--- src/rtl/boreal_vec_pkg.sv ---
// Shared definitions for the boreal vector unit: lane opcodes (also decoded by
// boreal_vec_lane) and the sequencer state encoding.
package boreal_vec_pkg;

  localparam logic [2:0] OP_NOP      = 3'd0;
  localparam logic [2:0] OP_MAC      = 3'd1;
  localparam logic [2:0] OP_SCALE    = 3'd2;
  localparam logic [2:0] OP_CLAMP    = 3'd3;
  localparam logic [2:0] OP_LOAD_ACC = 3'd4;
  localparam logic [2:0] OP_ZERO_ACC = 3'd5;

  typedef enum logic [2:0] {
    ST_IDLE  = 3'd0,
    ST_ZERO  = 3'd1,
    ST_MAC   = 3'd2,
    ST_DRAIN = 3'd3,
    ST_SCALE = 3'd4,
    ST_CLAMP = 3'd5,
    ST_WB    = 3'd6
  } seq_state_e;

  // First step after accumulation; disabled post-steps cost zero cycles.
  function automatic seq_state_e post_mac_state(input logic do_scale, input logic do_clamp);
    if (do_scale) return ST_SCALE;
    else if (do_clamp) return ST_CLAMP;
    else return ST_WB;
  endfunction

endpackage

--- src/rtl/boreal_vec_seq.sv ---
// Sequencer for the boreal_vec_lane SIMD array: turns one latched job descriptor
// into the broadcast lane control stream, operand reads and a writeback handshake.
module boreal_vec_seq
  import boreal_vec_pkg::*;
#(
  parameter int AW = 12,
  parameter int LW = 10
) (
  input  logic          clk,
  input  logic          rst_n,
  input  logic          start,
  input  logic [LW-1:0] cfg_len,
  input  logic [AW-1:0] cfg_src_base,
  input  logic [AW-1:0] cfg_dst_addr,
  input  logic          cfg_do_scale,
  input  logic          cfg_do_clamp,
  input  logic          abort,
  output logic          rd_en,
  output logic [AW-1:0] rd_addr,
  output logic          lane_en,
  output logic [2:0]    lane_op,
  output logic          wr_valid,
  output logic [AW-1:0] wr_addr,
  input  logic          wr_ready,
  output logic          busy,
  output logic          done,
  output logic [15:0]   stat_cycles
);

  seq_state_e    state_q, state_d;
  logic [LW-1:0] len_q, len_d, cnt_q, cnt_d;
  logic [AW-1:0] src_q, src_d, dst_q, dst_d, rd_addr_q, rd_addr_d;
  logic          scale_q, scale_d, clamp_q, clamp_d;
  logic          rd_en_q, rd_en_d, lane_en_q, lane_en_d;
  logic [2:0]    lane_op_q, lane_op_d;
  logic          wr_valid_q, wr_valid_d, done_q, done_d;
  logic [15:0]   run_q, run_d, stat_q, stat_d;

  function automatic logic [15:0] sat_add(input logic [15:0] a, input logic [1:0] inc);
    logic [16:0] sum;
    sum = {1'b0, a} + {15'd0, inc};
    return sum[16] ? 16'hFFFF : sum[15:0];
  endfunction

  always_comb begin
    state_d    = state_q;
    len_d      = len_q;
    src_d      = src_q;
    dst_d      = dst_q;
    scale_d    = scale_q;
    clamp_d    = clamp_q;
    cnt_d      = cnt_q;
    rd_addr_d  = rd_addr_q;
    rd_en_d    = 1'b0;
    lane_en_d  = 1'b0;
    lane_op_d  = OP_NOP;
    wr_valid_d = 1'b0;
    done_d     = 1'b0;
    run_d      = run_q;
    stat_d     = stat_q;

    if (abort && state_q != ST_IDLE) begin
      state_d = ST_IDLE;
    end else begin
      if (state_q != ST_IDLE) run_d = sat_add(run_q, 2'd1);

      case (state_q)
        ST_IDLE: begin
          if (start) begin
            len_d   = cfg_len;
            src_d   = cfg_src_base;
            dst_d   = cfg_dst_addr;
            scale_d = cfg_do_scale;
            clamp_d = cfg_do_clamp;
            run_d   = 16'd1;
            state_d = ST_ZERO;
          end
        end
        ST_ZERO: begin
          if (len_q != '0) begin
            state_d   = ST_MAC;
            rd_addr_d = src_q;
            cnt_d     = LW'(1);
          end else begin
            state_d = post_mac_state(scale_q, clamp_q);
          end
        end
        ST_MAC: begin
          if (cnt_q == len_q) begin
            state_d = ST_DRAIN;
          end else begin
            cnt_d     = cnt_q + LW'(1);
            rd_addr_d = rd_addr_q + AW'(1);
          end
        end
        ST_DRAIN: state_d = post_mac_state(scale_q, clamp_q);
        ST_SCALE: state_d = clamp_q ? ST_CLAMP : ST_WB;
        ST_CLAMP: state_d = ST_WB;
        ST_WB: begin
          if (wr_ready) begin
            state_d = ST_IDLE;
            done_d  = 1'b1;
            // Count the handshake cycle and the done cycle itself.
            stat_d  = sat_add(run_q, 2'd2);
          end
        end
        default: state_d = ST_IDLE;
      endcase

      // MAC enable trails its operand read by one cycle so data and enable meet at the lanes.
      lane_en_d = rd_en_q;
      lane_op_d = rd_en_q ? OP_MAC : OP_NOP;

      case (state_d)
        ST_ZERO: begin
          lane_en_d = 1'b1;
          lane_op_d = OP_ZERO_ACC;
        end
        ST_MAC: rd_en_d = 1'b1;
        ST_SCALE: begin
          lane_en_d = 1'b1;
          lane_op_d = OP_SCALE;
        end
        ST_CLAMP: begin
          lane_en_d = 1'b1;
          lane_op_d = OP_CLAMP;
        end
        ST_WB: wr_valid_d = 1'b1;
        default: ;
      endcase
    end
  end

  always_ff @(posedge clk or negedge rst_n) begin
    if (!rst_n) begin
      state_q    <= ST_IDLE;
      cnt_q      <= '0;
      rd_addr_q  <= '0;
      dst_q      <= '0;
      rd_en_q    <= 1'b0;
      lane_en_q  <= 1'b0;
      lane_op_q  <= OP_NOP;
      wr_valid_q <= 1'b0;
      done_q     <= 1'b0;
      run_q      <= '0;
      stat_q     <= '0;
    end else begin
      state_q    <= state_d;
      cnt_q      <= cnt_d;
      rd_addr_q  <= rd_addr_d;
      dst_q      <= dst_d;
      rd_en_q    <= rd_en_d;
      lane_en_q  <= lane_en_d;
      lane_op_q  <= lane_op_d;
      wr_valid_q <= wr_valid_d;
      done_q     <= done_d;
      run_q      <= run_d;
      stat_q     <= stat_d;
    end
  end

  // Descriptor fields are only meaningful once a job has been accepted.
  always_ff @(posedge clk) begin
    len_q   <= len_d;
    src_q   <= src_d;
    scale_q <= scale_d;
    clamp_q <= clamp_d;
  end

  assign rd_en       = rd_en_q;
  assign rd_addr     = rd_addr_q;
  assign lane_en     = lane_en_q;
  assign lane_op     = lane_op_q;
  assign wr_valid    = wr_valid_q;
  assign wr_addr     = dst_q;
  assign busy        = (state_q != ST_IDLE);
  assign done        = done_q;
  assign stat_cycles = stat_q;

endmodule

--- config.mk ---
export PLATFORM = sky130hd
export DESIGN_NAME = boreal_vec_seq
export DESIGN_NICKNAME = d
export VERILOG_FILES = /design/src/rtl/boreal_vec_pkg.sv /design/src/rtl/boreal_vec_seq.sv
export SDC_FILE = /design/constraint.sdc
export NUM_CORES = 1
export LEC_CHECK = 0
export ABC_AREA = 1
export CAP_MARGIN = 30
export CORE_UTILIZATION = 36
export DETAILED_ROUTE_END_ITERATION = 10
export GPL_ROUTABILITY_DRIVEN = 1
export PLACE_DENSITY = 0.68
export SYNTH_ARGS = -nofsm -noshare
export SYNTH_HDL_FRONTEND = slang
export SYNTH_SLANG_ARGS = --single-unit
--- constraint.sdc ---
create_clock -name clk -period 1.9 [get_ports clk]
set_input_delay 0.285 -clock clk [delete_from_list [all_inputs] [get_ports clk]]
set_output_delay 0.285 -clock clk [all_outputs]
set_load 0.05 [all_outputs]
* Word-level counts from Yosys, hierarchy flattened
Index checks and enable logic that the tools add are counted.
** Cells by class
- Add/sub/neg operators :: 4
- Bitwise operators :: 1
- Equal/unequal tests :: 14
- Muxes and demuxes :: 32
- Reduce and logical (&&, ||, !) cells :: 9
** Operators by type and width (number)
- $mux 16 :: 5
- $mux 12 :: 2
- $pmux 12 s2 :: 1
- $mux 3 :: 7
- $pmux 3 s7 :: 1
- $mux 10 :: 2
- $pmux 10 s2 :: 1
- $eq 3x3->1 const B :: 6
- $add 16x1->17 const B :: 1
- $add 16x2->17 const B :: 1
- $add 12x1->12 const B :: 1
- $add 10x1->10 const B :: 1
- $eq 10x10->1 :: 1
- $mux 1 :: 10
- $reduce_bool 10->1 :: 1
- $eq 3x2->1 const B :: 3
- $pmux 3 s3 :: 1
- $eq 3x1->1 const B :: 2
- $reduce_and 3->1 :: 2
- $mux 2 :: 2
- $ne 2x2->1 const B :: 2
- $reduce_and 4->1 :: 1
- $logic_not 3->1 :: 1
- $reduce_bool 3->1 :: 1
- 4 further kinds :: 4
** Storage, ports and cells
- Word-level logic and storage cells :: 75
- Register bits :: 100

* Longest topological paths before layout
- Depth in word-level cells :: 9
- Depth in mapped cells :: 12
- Gate-level depth less buffers :: 12

* Worst setup path before layout
No wires, ideal clock.
- Path type :: register -> register
- Start point :: reg state_q[0]
- End point :: reg clamp_q (enable)
- Period minus slack after synthesis :: 2081 ps
- Setup time :: 372 ps
- Arrival time :: 1708 ps
- Path slack :: -181 ps
- Stages on the path, launching flop included :: 8
- Path through :: dfrtp_1 -> nor2_1 -> nand2_2 -> inv_2 -> nand2_1 -> buf_4 -> inv_2 -> buf_2
** Between the ends
- Cells in the longest elaborated chain, start to end :: 4
- Elaborated cells between the ends (all ways) :: 5
- Classes of those cells :: bitwise: 1; reduce/logical: 4
** Ends and longest elaborated chain
- start, declared :: RTL line boreal_vec_seq.sv:30 : seq_state_e state_q, state_d;
- start signal, assigned :: RTL line boreal_vec_seq.sv:148 : state_q <= state_d;
- $reduce_bool 3->1
- via busy :: RTL line boreal_vec_seq.sv:25 : output logic busy,
- $logic_and 1x1->1 :: RTL line boreal_vec_seq.sv:62 : if (abort && state_q != ST_IDLE) begin
- $not 1->1 (no source line)
- $reduce_and 3->1 (no source line)
- end signal, assigned :: RTL line boreal_vec_seq.sv:167 : clamp_q <= clamp_d;
- end, declared :: RTL line boreal_vec_seq.sv:33 : logic scale_q, scale_d, clamp_q, clamp_d;
The timed path passes the listed nets, and every way through them passes these cells.
A chain may end at the register's enable or synchronous reset.

* Worst setup path after layout
- Start point :: reg rd_addr_q[2], in the netlist rd_addr[2]
- End point :: out rd_addr[2]
** RTL lines
- start, declared :: RTL line boreal_vec_seq.sv:32 : logic [AW-1:0] src_q, src_d, dst_q, dst_d, rd_addr_q, rd_addr_d;
- start signal, assigned :: RTL line boreal_vec_seq.sv:150 : rd_addr_q <= rd_addr_d;
- end, declared :: RTL line boreal_vec_seq.sv:19 : output logic [AW-1:0] rd_addr,
No word-level cell between the ends.

==> out/results.ini <==
[outcome]
status = finished clean

[logic_synthesis]
async_reset_ff_frac = 0.760
synth_cells = 634
synthFlopType = dfrtp_1
yosysWarnings = 0
mappedNetlistArea_um2 = 5100
syn_avg_cell_area_um2 = 8.05
ys_types = 41
synth_edf_count = 24
yosysSeqAreaShare = 0.514
synth_fp_nets = 679
ys_ff_latch = 100

[setup_path]
critPathArrivalTime_ns = 1.54
path_cells = clkdlybuf4s50_1
cp_data_required_time_ns = 1.62
critPathLaunchType = flip-flop
critical_path_buf_inv_count = 1
cpLargestDelayFamily = buffers and inverters
reg2reg_from = run_q[2]
cp_slowest_cell = clkdlybuf4s50_1
r2r_slack_ns = 0.17
path_class = flip-flop to output pin
endpoint_kind = output pin
cp_max_fo = 4
reg2reg_to = run_q[15]
critPathMaxStageDelay_ns = 0.82
reg2reg_depth = 8

[sta]
fin_tns_setup_ns = 0
rsz0062_at_grt = no
hold_violations = 0
setup-violations-final = 0
fmax_mhz = 547
slew_headroom = 0.658
period_share = 0.963
fin_skew_ns = 0.00829
tightest_slew_ns = 0.513
min_period_ns = 1.83
slew_violations = 0
hold_ws_ns = 0.462

[floorplanning]
dieWidth_um = 121
pin_count = 89
die-area_um2 = 14700
die_h_um = 121
fp.coreArea_um2 = 13900
initial_core_util = 0.368
num_rows = 43

[layout]
fin_area_um2 = 6680
syn_to_final_growth_pct = 30.9
fill_cells = 1352
diodes = 0
drive_above_1_share = 0.0927
seq_area_um2 = 2620
multi_input_area_um2 = 2110
nets = 784
fin_util = 0.481

[place]
dpl.hpwl_mm = 8.64
place_area_um2 = 6300
io_buffers = 88
gp_congestion = 0.903

[clocking]
cts_buffer_depth = 2
tritoncts = yes
clkSinkCount = 100
clock_latency_ns = 0.35
cts_buffers = 9
cts_root_buffer = clkbuf_16
path_clk_slew_ns = 0.07
cts_max_level = 3

[route]
ant_nets = 0
viasPerCell = 4.81
drt-total-wl_mm = 12.1
wl_per_cell_um = 13.0
met2WireLength_mm = 5.53
vias = 4442
top_layer = met4
first_pass_iters = 5
route.detailed.drc = 0
drt_iter0_drc = 296
wirelength_met1_mm = 5.57
met3WireLength_um = 682

[power]
ir_drop_mv = 0.891
p_total_mw = 10.7
leakagePower_nw = 3.07
p_per_area_nw_per_um2 = 1600

[global_routing]
grt.total_usage = 0.177
antenna_found_initial = 0
gr-total-overflow = 0
grt_pass1_vias = 4229
grt_pass1_wl_mm = 20.2
grt_max_degree = 77

[flow_run]
max_cap_viol_count = 0

[min_path]
min_path_type = input port to flip-flop
holdCritStartpoint = cfg_dst_addr[8]
min_to = wr_addr[8]
hold_depth = 3

[stage by stage]
step	setup slack, ns	cells
detailed placement	0.139	907
floorplan	0.0535	634
finish	0.0702	924
global route	0.00881	924
CTS	0.00783	924
global placement	0.136	907
[cells by family (layout without fill, tap and decap cells)]
| kind of cell | after synthesis | after routing | share of synthesized area |
|---|---|---|---|
| AND/OR/NAND/NOR | 324 | 324 | 0.270 |
| flip-flops | 100 | 100 | 0.514 |
| AO/OA/AOI/OAI | 95 | 95 | 0.0995 |
| buffers and inverters | 94 | 204 | 0.0780 |
| XOR/XNOR | 17 | 17 | 0.0292 |
| adder cells (fa/ha/maj) | 4 | 4 | 0.00981 |
[synthesized netlist by cell type, types with 2 or more instances]
master | count | area share
o21ai_1 | 7 | 0.0069
or2_2 | 2 | 0.0025
inv_2 | 6 | 0.0044
nand2_2 | 5 | 0.0061
nor3_1 | 5 | 0.0049
nand4_1 | 10 | 0.012
nor3_2 | 2 | 0.0039
nor2_1 | 58 | 0.043
nor2_4 | 2 | 0.0044
a21oi_1 | 26 | 0.025
buf_6 | 4 | 0.0088
o21ai_0 | 52 | 0.051
xnor2_1 | 4 | 0.0069
edfxtp_1 | 24 | 0.14
dfrtp_1 | 76 | 0.37
nor2_2 | 4 | 0.0049
clkbuf_1 | 3 | 0.0022
ha_1 | 4 | 0.0098
xor2_1 | 13 | 0.022
inv_1 | 73 | 0.054
buf_4 | 2 | 0.0029
buf_2 | 3 | 0.0029
nand3_2 | 2 | 0.0039
nand2_1 | 194 | 0.14
a31oi_1 | 2 | 0.0025
nand3_1 | 36 | 0.035
[worst max-delay path by stage]
| stage | from | to | cells past startpoint |
|---|---|---|---|
| after detailed placement | run_q[2] | run_q[15] | 8 |
| after global placement | run_q[1] | run_q[15] | 8 |
| after CTS | rd_addr[5] | rd_addr[5] | 1 |
| after floorplan | state_q[0] | clamp_q | 7 |
| after global routing | run_q[1] | run_q[15] | 8 |
| final | rd_addr[2] | rd_addr[2] | 1 |
[state kept, by name, indices dropped and copies added, names as in the netlist]
name         count
stat_cycles     16
src_q           12
wr_addr         12
lane_op          3
state_q          3
done             1
len_q           10
run_q           16
wr_valid         1
rd_en            1
cnt_q           10
clamp_q          1
rd_addr         12
lane_en          1
scale_q          1
[cell usage in the layout (no fill, tap or decap), types with 3 or more instances in the layout]
| master | n |
|---|---|
| nor2_1 | 55 |
| buf_12 | 4 |
| inv_1 | 73 |
| buf_4 | 18 |
| inv_2 | 6 |
| nor3_1 | 5 |
| inv_6 | 3 |
| nand2_1 | 194 |
| nand2_2 | 4 |
| nand4_1 | 10 |
| edfxtp_1 | 24 |
| o21ai_1 | 7 |
| xnor2_1 | 4 |
| clkbuf_16 | 10 |
| nand3_1 | 36 |
| nor2_2 | 7 |
| clkdlybuf4s50_1 | 79 |
| dfrtp_1 | 76 |
| xor2_1 | 13 |
| dlymetal6s2s_1 | 4 |
| ha_1 | 4 |
| a21oi_1 | 26 |
| o21ai_0 | 52 |
[report_power, final]
group / switching (mW) / total [mW] / internal [mW]
Combinational: 3.44 / 5.17 / 1.73
Sequential: 0.480 / 3.42 / 2.94
Clock: 0.848 / 2.09 / 1.25
[routing by layer]
layer  vias to the layer above  global-route usage
met5                         -                   0
met4                         0              0.0725
met3                        19              0.0338
met2                       113               0.278
met1                      2065               0.241
li1                       2245                   -
[worst register-to-register path: stages, from the launching register on]
cell	delay, ns
dfrtp_1	0.39
ha_1	0.25
nand3_1	0.16
nor2_2	0.20
inv_1	0.09
o21ai_0	0.31
nand3_1	0.12
nand2_1	0.07
nand2_1	0.05
[what timing repair did]
| item | 4_1_cts | 5_1_grt |
|---|---|---|
| hold buffers | 1 | 0 |
| pin swaps | 0 | 0 |
| endpoints found under the setup margin | 2 | 11 |
| hold endpoints to repair | 76 | 0 |
| resized for setup | 2 | 9 |
| buffers inserted | 0 | 0 |
[cell type report]
class	instances	share of cell area
sequential	100	0.392
clock inverter	6	0.0137
multi-input combinational	440	0.315
timing repair buffer	108	0.162
clock buffer	10	0.0374
inverter	80	0.0453
tap	180	0.0337
No activity file was read; power rests on OpenSTA's default activity.
